[config.mk]
export PLATFORM = sky130hd
export DESIGN_NAME = pt5_lane_unpacker_flat
export DESIGN_NICKNAME = d
export VERILOG_FILES = /design/src/rtl/pt5_lane_unpacker_pkg.sv /design/src/rtl/pt5_lane_unpacker_if.sv /design/src/rtl/pt5_lane_unpacker_byte_decoder.sv /design/src/rtl/pt5_lane_unpacker.sv /design/src/flat_wrapper.sv
export SDC_FILE = /design/constraint.sdc
export NUM_CORES = 1
export LEC_CHECK = 0
export ABC_CLOCK_PERIOD_IN_PS = 19090
export CAP_MARGIN = 20
export CELL_PAD_IN_SITES_DETAIL_PLACEMENT = 0
export CELL_PAD_IN_SITES_GLOBAL_PLACEMENT = 2
export CORE_ASPECT_RATIO = 0.7
export CORE_MARGIN = 2
export CORE_UTILIZATION = 38
export CTS_CLUSTER_DIAMETER = 40
export DETAILED_ROUTE_END_ITERATION = 6
export DONT_BUFFER_PORTS = 1
export PLACE_DENSITY = 0.92
export SETUP_SLACK_MARGIN = 0.1
export SKIP_LAST_GASP = 1
export SYNTH_ARGS = -nofsm -noshare
export SYNTH_HDL_FRONTEND = slang
export SYNTH_SLANG_ARGS = --single-unit
[constraint.sdc]
create_clock -name clk -period 19.09 [get_ports clk]
set_input_delay 4.7725 -clock clk [delete_from_list [all_inputs] [get_ports clk]]
set_output_delay 4.7725 -clock clk [all_outputs]
set_load 0.005 [all_outputs]
[src/rtl/pt5_lane_unpacker_pkg.sv]
// Shared types and constants for the PT-5 lane unpacker: trit codes,
// byte geometry and the frame sequencer states.
package pt5_pkg;

  localparam logic [1:0] TRIT_ZERO = 2'b00;
  localparam logic [1:0] TRIT_POS  = 2'b01;
  localparam logic [1:0] TRIT_NEG  = 2'b11;

  localparam int         TRITS_PER_BYTE = 5;
  localparam logic [7:0] PT5_MAX        = 8'd242;

  typedef enum logic [1:0] {
    IDLE = 2'd0,
    FILL = 2'd1,
    HOLD = 2'd2
  } state_e;

  // Base-3 digit (0,1,2) to signed trit code (-1,0,+1).
  function automatic logic [1:0] digit_to_trit(input logic [1:0] digit);
    case (digit)
      2'd0:    digit_to_trit = TRIT_NEG;
      2'd1:    digit_to_trit = TRIT_ZERO;
      2'd2:    digit_to_trit = TRIT_POS;
      default: digit_to_trit = TRIT_ZERO;
    endcase
  endfunction

endpackage

[src/rtl/pt5_lane_unpacker_if.sv]
// Byte-pair input stream and unpacked vector output stream of the unpacker.
interface pt5_lane_unpacker_if #(
  parameter int LANES       = 16,
  parameter int DEPTH_WIDTH = 16
);

  logic                   in_valid;
  logic                   in_ready;
  logic [7:0]             in_weight_byte;
  logic [7:0]             in_input_byte;
  logic                   out_valid;
  logic                   out_ready;
  logic [LANES*2-1:0]     bus_weights;
  logic [LANES*2-1:0]     bus_inputs;
  logic [DEPTH_WIDTH-1:0] out_depth;

  modport master (
    output in_valid, in_weight_byte, in_input_byte, out_ready,
    input  in_ready, out_valid, bus_weights, bus_inputs, out_depth
  );

  modport slave (
    input  in_valid, in_weight_byte, in_input_byte, out_ready,
    output in_ready, out_valid, bus_weights, bus_inputs, out_depth
  );

endinterface

[src/rtl/pt5_lane_unpacker_byte_decoder.sv]
// Combinational PT-5 byte decoder: five base-3 digits, LSD first, mapped to
// 2-bit trits; bytes above 242 decode to zeros and raise invalid_o.
module pt5_byte_decoder
  import pt5_pkg::*;
(
  input  logic [7:0]                  byte_i,
  output logic [2*TRITS_PER_BYTE-1:0] trits_o,
  output logic                        invalid_o
);

  logic [7:0] rem_s;
  logic [1:0] digit_s;

  // Repeated divide-by-3 peels off one digit per trit position.
  always_comb begin
    trits_o   = '0;
    rem_s     = byte_i;
    digit_s   = 2'd0;
    invalid_o = (byte_i > PT5_MAX);
    if (!invalid_o) begin
      for (int k = 0; k < TRITS_PER_BYTE; k++) begin
        digit_s          = 2'(rem_s % 8'd3);
        trits_o[k*2 +: 2] = digit_to_trit(digit_s);
        rem_s            = rem_s / 8'd3;
      end
    end else begin
      trits_o = '0;
    end
  end

endmodule

[src/rtl/pt5_lane_unpacker.sv]
// PT-5 lane unpacker: gathers bpv byte pairs per vector into LANES-wide trit
// staging, then holds the vector until accepted, for depth_total vectors.
module pt5_lane_unpacker
  import pt5_pkg::*;
#(
  parameter int LANES       = 16,
  parameter int DEPTH_WIDTH = 16
) (
  input  logic                   clk,
  input  logic                   reset,
  input  logic                   start,
  input  logic [DEPTH_WIDTH-1:0] depth_total,
  input  logic [15:0]            lane_count,
  output logic                   busy,
  output logic                   done,
  output logic                   decode_err,
  pt5_lane_unpacker_if.slave     bus
);

  localparam int          BPV_MAX = (LANES + TRITS_PER_BYTE - 1) / TRITS_PER_BYTE;
  localparam int          BIDX_W  = (BPV_MAX > 1) ? $clog2(BPV_MAX) : 1;
  localparam logic [15:0] LANES16 = 16'(LANES);

  state_e                 state_q, state_d;
  logic [DEPTH_WIDTH-1:0] depth_q, depth_d;
  logic [DEPTH_WIDTH-1:0] depth_total_q, depth_total_d;
  logic [15:0]            eff_lanes_q, eff_lanes_d;
  logic [BIDX_W-1:0]      bpv_m1_q, bpv_m1_d;
  logic [BIDX_W-1:0]      byte_idx_q, byte_idx_d;
  logic [LANES*2-1:0]     wts_q, wts_d;
  logic [LANES*2-1:0]     ins_q, ins_d;
  logic                   done_q, done_d;
  logic                   err_q, err_d;

  logic [15:0]                 eff_lanes_s;
  logic [BIDX_W-1:0]           bpv_m1_s;
  logic [2*TRITS_PER_BYTE-1:0] w_trits_s, i_trits_s;
  logic                        w_inv_s, i_inv_s;

  pt5_byte_decoder u_dec_weight (
    .byte_i    (bus.in_weight_byte),
    .trits_o   (w_trits_s),
    .invalid_o (w_inv_s)
  );

  pt5_byte_decoder u_dec_input (
    .byte_i    (bus.in_input_byte),
    .trits_o   (i_trits_s),
    .invalid_o (i_inv_s)
  );

  // Effective lane count and (bytes per vector - 1) derived from lane_count.
  always_comb begin
    if (lane_count == 16'd0 || lane_count > LANES16) begin
      eff_lanes_s = LANES16;
    end else begin
      eff_lanes_s = lane_count;
    end
    bpv_m1_s = BIDX_W'((eff_lanes_s - 16'd1) / 16'(TRITS_PER_BYTE));
  end

  // Frame sequencer next-state and staging updates.
  always_comb begin
    state_d       = state_q;
    depth_d       = depth_q;
    depth_total_d = depth_total_q;
    eff_lanes_d   = eff_lanes_q;
    bpv_m1_d      = bpv_m1_q;
    byte_idx_d    = byte_idx_q;
    wts_d         = wts_q;
    ins_d         = ins_q;
    done_d        = 1'b0;
    err_d         = err_q;

    case (state_q)
      IDLE: begin
        if (start) begin
          err_d         = 1'b0;
          depth_d       = '0;
          byte_idx_d    = '0;
          depth_total_d = depth_total;
          eff_lanes_d   = eff_lanes_s;
          bpv_m1_d      = bpv_m1_s;
          if (depth_total != '0) begin
            state_d = FILL;
          end else begin
            done_d = 1'b1;
          end
        end else begin
          state_d = IDLE;
        end
      end

      FILL: begin
        if (bus.in_valid) begin
          // First byte of a vector starts from clean staging so stale lanes never leak.
          if (byte_idx_q == '0) begin
            wts_d = '0;
            ins_d = '0;
          end else begin
            wts_d = wts_q;
            ins_d = ins_q;
          end
          for (int l = 0; l < LANES; l++) begin
            if (byte_idx_q == BIDX_W'(l / TRITS_PER_BYTE) && 16'(l) < eff_lanes_q) begin
              wts_d[l*2 +: 2] = w_trits_s[(l % TRITS_PER_BYTE)*2 +: 2];
              ins_d[l*2 +: 2] = i_trits_s[(l % TRITS_PER_BYTE)*2 +: 2];
            end else begin
              wts_d[l*2 +: 2] = wts_d[l*2 +: 2];
              ins_d[l*2 +: 2] = ins_d[l*2 +: 2];
            end
          end
          err_d = err_q | w_inv_s | i_inv_s;
          if (byte_idx_q == bpv_m1_q) begin
            state_d = HOLD;
          end else begin
            byte_idx_d = byte_idx_q + BIDX_W'(1);
          end
        end else begin
          state_d = FILL;
        end
      end

      HOLD: begin
        if (bus.out_ready) begin
          byte_idx_d = '0;
          if (depth_q == depth_total_q - DEPTH_WIDTH'(1)) begin
            state_d = IDLE;
            done_d  = 1'b1;
          end else begin
            depth_d = depth_q + DEPTH_WIDTH'(1);
            state_d = FILL;
          end
        end else begin
          state_d = HOLD;
        end
      end

      default: begin
        state_d = IDLE;
      end
    endcase
  end

  // State and staging registers with synchronous active-low reset.
  always_ff @(posedge clk) begin
    if (!reset) begin
      state_q       <= IDLE;
      depth_q       <= '0;
      depth_total_q <= '0;
      eff_lanes_q   <= '0;
      bpv_m1_q      <= '0;
      byte_idx_q    <= '0;
      wts_q         <= '0;
      ins_q         <= '0;
      done_q        <= 1'b0;
      err_q         <= 1'b0;
    end else begin
      state_q       <= state_d;
      depth_q       <= depth_d;
      depth_total_q <= depth_total_d;
      eff_lanes_q   <= eff_lanes_d;
      bpv_m1_q      <= bpv_m1_d;
      byte_idx_q    <= byte_idx_d;
      wts_q         <= wts_d;
      ins_q         <= ins_d;
      done_q        <= done_d;
      err_q         <= err_d;
    end
  end

  assign bus.in_ready    = (state_q == FILL);
  assign bus.out_valid   = (state_q == HOLD);
  assign bus.bus_weights = wts_q;
  assign bus.bus_inputs  = ins_q;
  assign bus.out_depth   = depth_q;
  assign busy            = (state_q != IDLE);
  assign done            = done_q;
  assign decode_err      = err_q;

endmodule

[src/flat_wrapper.sv]
// flat-port wrapper written by rule: the top's interface ports become plain ports
module pt5_lane_unpacker_flat import pt5_pkg::*;
#(
  parameter int LANES       = 16,
  parameter int DEPTH_WIDTH = 16
)
  (clk, reset, start, depth_total, lane_count, busy, done, decode_err, bus_in_valid, bus_in_weight_byte, bus_in_input_byte, bus_out_ready, bus_in_ready, bus_out_valid, bus_bus_weights, bus_bus_inputs, bus_out_depth);
  pt5_lane_unpacker_if #(.LANES(LANES), .DEPTH_WIDTH(DEPTH_WIDTH)) bus_i ();
  input  logic clk;
  input  logic reset;
  input  logic start;
  input  logic [DEPTH_WIDTH-1:0] depth_total;
  input  logic [15:0] lane_count;
  output logic busy;
  output logic done;
  output logic decode_err;
  input wire logic [$bits(bus_i.in_valid)-1:0] bus_in_valid;
  input wire logic [$bits(bus_i.in_weight_byte)-1:0] bus_in_weight_byte;
  input wire logic [$bits(bus_i.in_input_byte)-1:0] bus_in_input_byte;
  input wire logic [$bits(bus_i.out_ready)-1:0] bus_out_ready;
  output wire logic [$bits(bus_i.in_ready)-1:0] bus_in_ready;
  output wire logic [$bits(bus_i.out_valid)-1:0] bus_out_valid;
  output wire logic [$bits(bus_i.bus_weights)-1:0] bus_bus_weights;
  output wire logic [$bits(bus_i.bus_inputs)-1:0] bus_bus_inputs;
  output wire logic [$bits(bus_i.out_depth)-1:0] bus_out_depth;
  assign bus_i.in_valid = bus_in_valid;
  assign bus_i.in_weight_byte = bus_in_weight_byte;
  assign bus_i.in_input_byte = bus_in_input_byte;
  assign bus_i.out_ready = bus_out_ready;
  assign bus_in_ready = bus_i.in_ready;
  assign bus_out_valid = bus_i.out_valid;
  assign bus_bus_weights = bus_i.bus_weights;
  assign bus_bus_inputs = bus_i.bus_inputs;
  assign bus_out_depth = bus_i.out_depth;
  pt5_lane_unpacker #(.LANES(LANES), .DEPTH_WIDTH(DEPTH_WIDTH)) u_core (.clk(clk), .reset(reset), .start(start), .depth_total(depth_total), .lane_count(lane_count), .busy(busy), .done(done), .decode_err(decode_err), .bus(bus_i));
endmodule
==> qor.csv <==
metric,value,unit
maxCapViolCount,0,
worstReg2RegEnd,u_core.bus.out_depth[10],
start_util,38.5,%
antenna_found_initial,0,
drt_iter0_markers,874,
grt-ovfl-total,0,
ys_warn_count,0,
p_leak,4.22,nW
gp_congestion,0.888,
powerDensity,98.2,nW/µm²
grt_pass1_wl,49.0,mm
crit_top_cell,ha_1,
worst_slew_pin_slew,1.00,ns
dp_hpwl,23.5,mm
route.met3.wl,1.77,mm
die_x,204,µm
met1_length,15.7,mm
diodes,0,
seqCellArea,2400,µm²
die_h,144,µm
ant_nets,0,
max_stage_delay,0.65,ns
synth-main-ff-cell,dfxtp_1,
grt.total_usage,20.5,%
clkSinkCount,120,
vias,10100,
avgSynthCellArea,7.49,µm²
multiInputGateArea,7630,µm²
hold_end,u_core.bus.bus_inputs[7],
clock_skew,0.00964,ns
hold_depth,2,
post_drt_wl_per_cell,17.5,µm
required,19.42,ns
io_buffers,0,
status,"complete, no violations",
drt_wl_total,30.5,mm
synth_edf_count,0,
clk_path_buf_depth,2,
hold_viol,0,
synth_seq_cells,120,
final_cell_mix,"nand2_1 (155), dfxtp_1 (120), nor2_1 (105)",
core_area,27700,µm²
hp-class,reg -> reg,
synthDistinctLibCells,109,
grt_start_max_net_pins,82,
area_growth_syn_to_layout,6.93,%
worstSetupPathDepth,56,
cts_tree,yes,
fin_nets,1472,
wl_met2,12.5,mm
reg2reg_depth,17,
synth_area,10700,µm²
firstDrtPassIters,5,
finalSetupViolCount,0,
dieArea,29400,µm²
yosysSeqAreaShare,22.6,%
synthCells,1422,
p_total,1.12,mW
fill_cells,2852,
numCtsBuffers,17,
vdd_drop_max,0.0765,mV
startpoint_type,primary input,
syn_nets,1529,
drive_gt1_share,7.62,%
drc,0,
cts_root_buffer,clkbuf_16,
worstSetupEndpointType,register,
synth.largest_area_cell,dfxtp_1,
postCtsSetupBuffers,0,
r2r_start,u_core.depth_total_q[0],
synth-async-reset-ratio,0,%
period_share,94.6,%
slew_headroom,33.3,%
synth_top_area_share,22.6,%
path_class,in -> reg,
synth_area_leaders,"dfxtp_1 (23%), ha_1 (6.3%), nand2_1 (5.5%)",
critical_path.top_delay_family,simple AND/OR/NAND/NOR gates,
clk_pin_slew_worst_paths,0.06,ns
vias_per_cell,5.76,
setup-tns-final,0,ns
grt_pass1_vias,8909,
max_freq,55.4,MHz
clkLatencyLatePin,0.42,ns
rows,51,
slew_viol_final,0,
rsz0062_at_grt,false,
timing.final.crit_period,18.06,ns
hp-start,u_core.bus.bus_inputs[7],
io_pins,138,
final_common_cell,nand2_1,
cp.arrival,18.39,ns
worst-path-max-fanout,26,
topRoutingLayerUsed,met4,
worst-path-buf-inv,6,
h-tree-depth,4,
r2r_setup_slack,15.45,ns
worst_path_max_delay_cell,or4b_2,
[registers in the layout (all words and copies together) (netlist names)]
signal                  flops
u_core.state_q              2
u_core.done                 1
u_core.bus.out_depth       16
u_core.bus.bus_weights     32
u_core.eff_lanes_q         16
u_core.depth_total_q       16
u_core.byte_idx_q           2
u_core.bus.bus_inputs      32
u_core.bpv_m1_q             2
u_core.decode_err           1
[worst max-delay path by stage]
stage                                     from                   endpoint  slack (ns)
after floorplan           bus_in_input_byte[6]  u_core.bus.bus_inputs[19]        1.35
after global placement    bus_in_input_byte[7]  u_core.bus.bus_inputs[19]        0.70
after detailed placement  bus_in_input_byte[7]  u_core.bus.bus_inputs[19]        0.35
after CTS                 bus_in_input_byte[7]  u_core.bus.bus_inputs[19]        0.73
after global routing      bus_in_input_byte[7]  u_core.bus.bus_inputs[19]        0.08
final                     bus_in_input_byte[7]  u_core.bus.bus_inputs[19]        1.03
[cell usage after synthesis (9+ instances only)]
cell and instances:
nand2_1 155, dfxtp_1 120, nor2_1 106, o21ai_0 83, nand3_1 73, a21oi_1 60, inv_1 59, clkbuf_1 56
ha_1 54, xnor2_1 49, and2_1 43, nor3_1 32, nor2b_1 27, mux2i_1 26, nand2b_1 26, xor2_1 25
a21boi_0 23, and3_1 21, a31oi_1 20, nor4_1 20, a211oi_1 18, buf_2 18, o31ai_1 16, nor3b_1 15
o211ai_1 14, or3_1 14, nand4_1 13, o21ai_1 13, o21a_1 11, o22ai_1 10, a211o_1 9
[layout make-up]
| class | count | area share, % |
|---|---|---|
| clock inverter | 14 | 1.22 |
| inverter | 66 | 2.24 |
| sequential | 120 | 21.1 |
| clock buffer | 18 | 3.77 |
| multi-input combinational | 1152 | 67.0 |
| timing repair buffer | 8 | 0.593 |
| tap | 371 | 4.08 |
[metrics by stage]
| stage | instance area (µm²) | hold slack, ns | instances | utilization [%] | setup slack [ns] |
|---|---|---|---|---|---|
| floorplan | 10700 | 0.436 | 1422 | - | 1.35 |
| global placement | 10800 | 0.460 | 1716 | 39.0 | 0.703 |
| detailed placement | 10800 | 0.471 | 1717 | 39.0 | 0.353 |
| CTS | 11400 | 0.483 | 1749 | 41.1 | 0.731 |
| global route | 11400 | 0.490 | 1749 | 41.1 | 0.0812 |
| finish | 11400 | 0.479 | 1749 | 41.1 | 1.03 |
[power breakdown]
group          leakage, nW  switching [mW]  internal [mW]
sequential           0.970         0.00624          0.256
clock                0.276           0.130          0.182
combinational         2.97           0.332          0.213
[metal layers]
layer | up-vias | GRT usage [%]
met5 | - | 0
met1 | 4753 | 30.8
met2 | 235 | 29.2
met3 | 24 | 4.10
li1 | 5066 | -
met4 | 0 | 5.45
[worst min-delay path: stages, from the launching register on]
cell     delay, ns
dfxtp_1       0.32
nand2_1       0.05
o21ai_1       0.05
[logic make-up (layout without fill, tap and decap cells)]
logic type	after synthesis	after routing	share of synthesized area [%]
DFF	120	120	22.6
AOI/OAI and AO/OA	382	382	25.3
and+or+nand+nor	610	610	30.5
muxes	30	30	2.97
xor gates and xnor gates	75	75	6.34
adders and majority gates	55	55	6.45
buffers and inverters	150	106	5.95
[repair_timing]
action	in CTS	in global routing
hold endpoints to repair	0	0
hold buffers	0	0
gates resized for setup	0	5
setup endpoints to repair	0	12
Power figures use the tool's default switching activity.
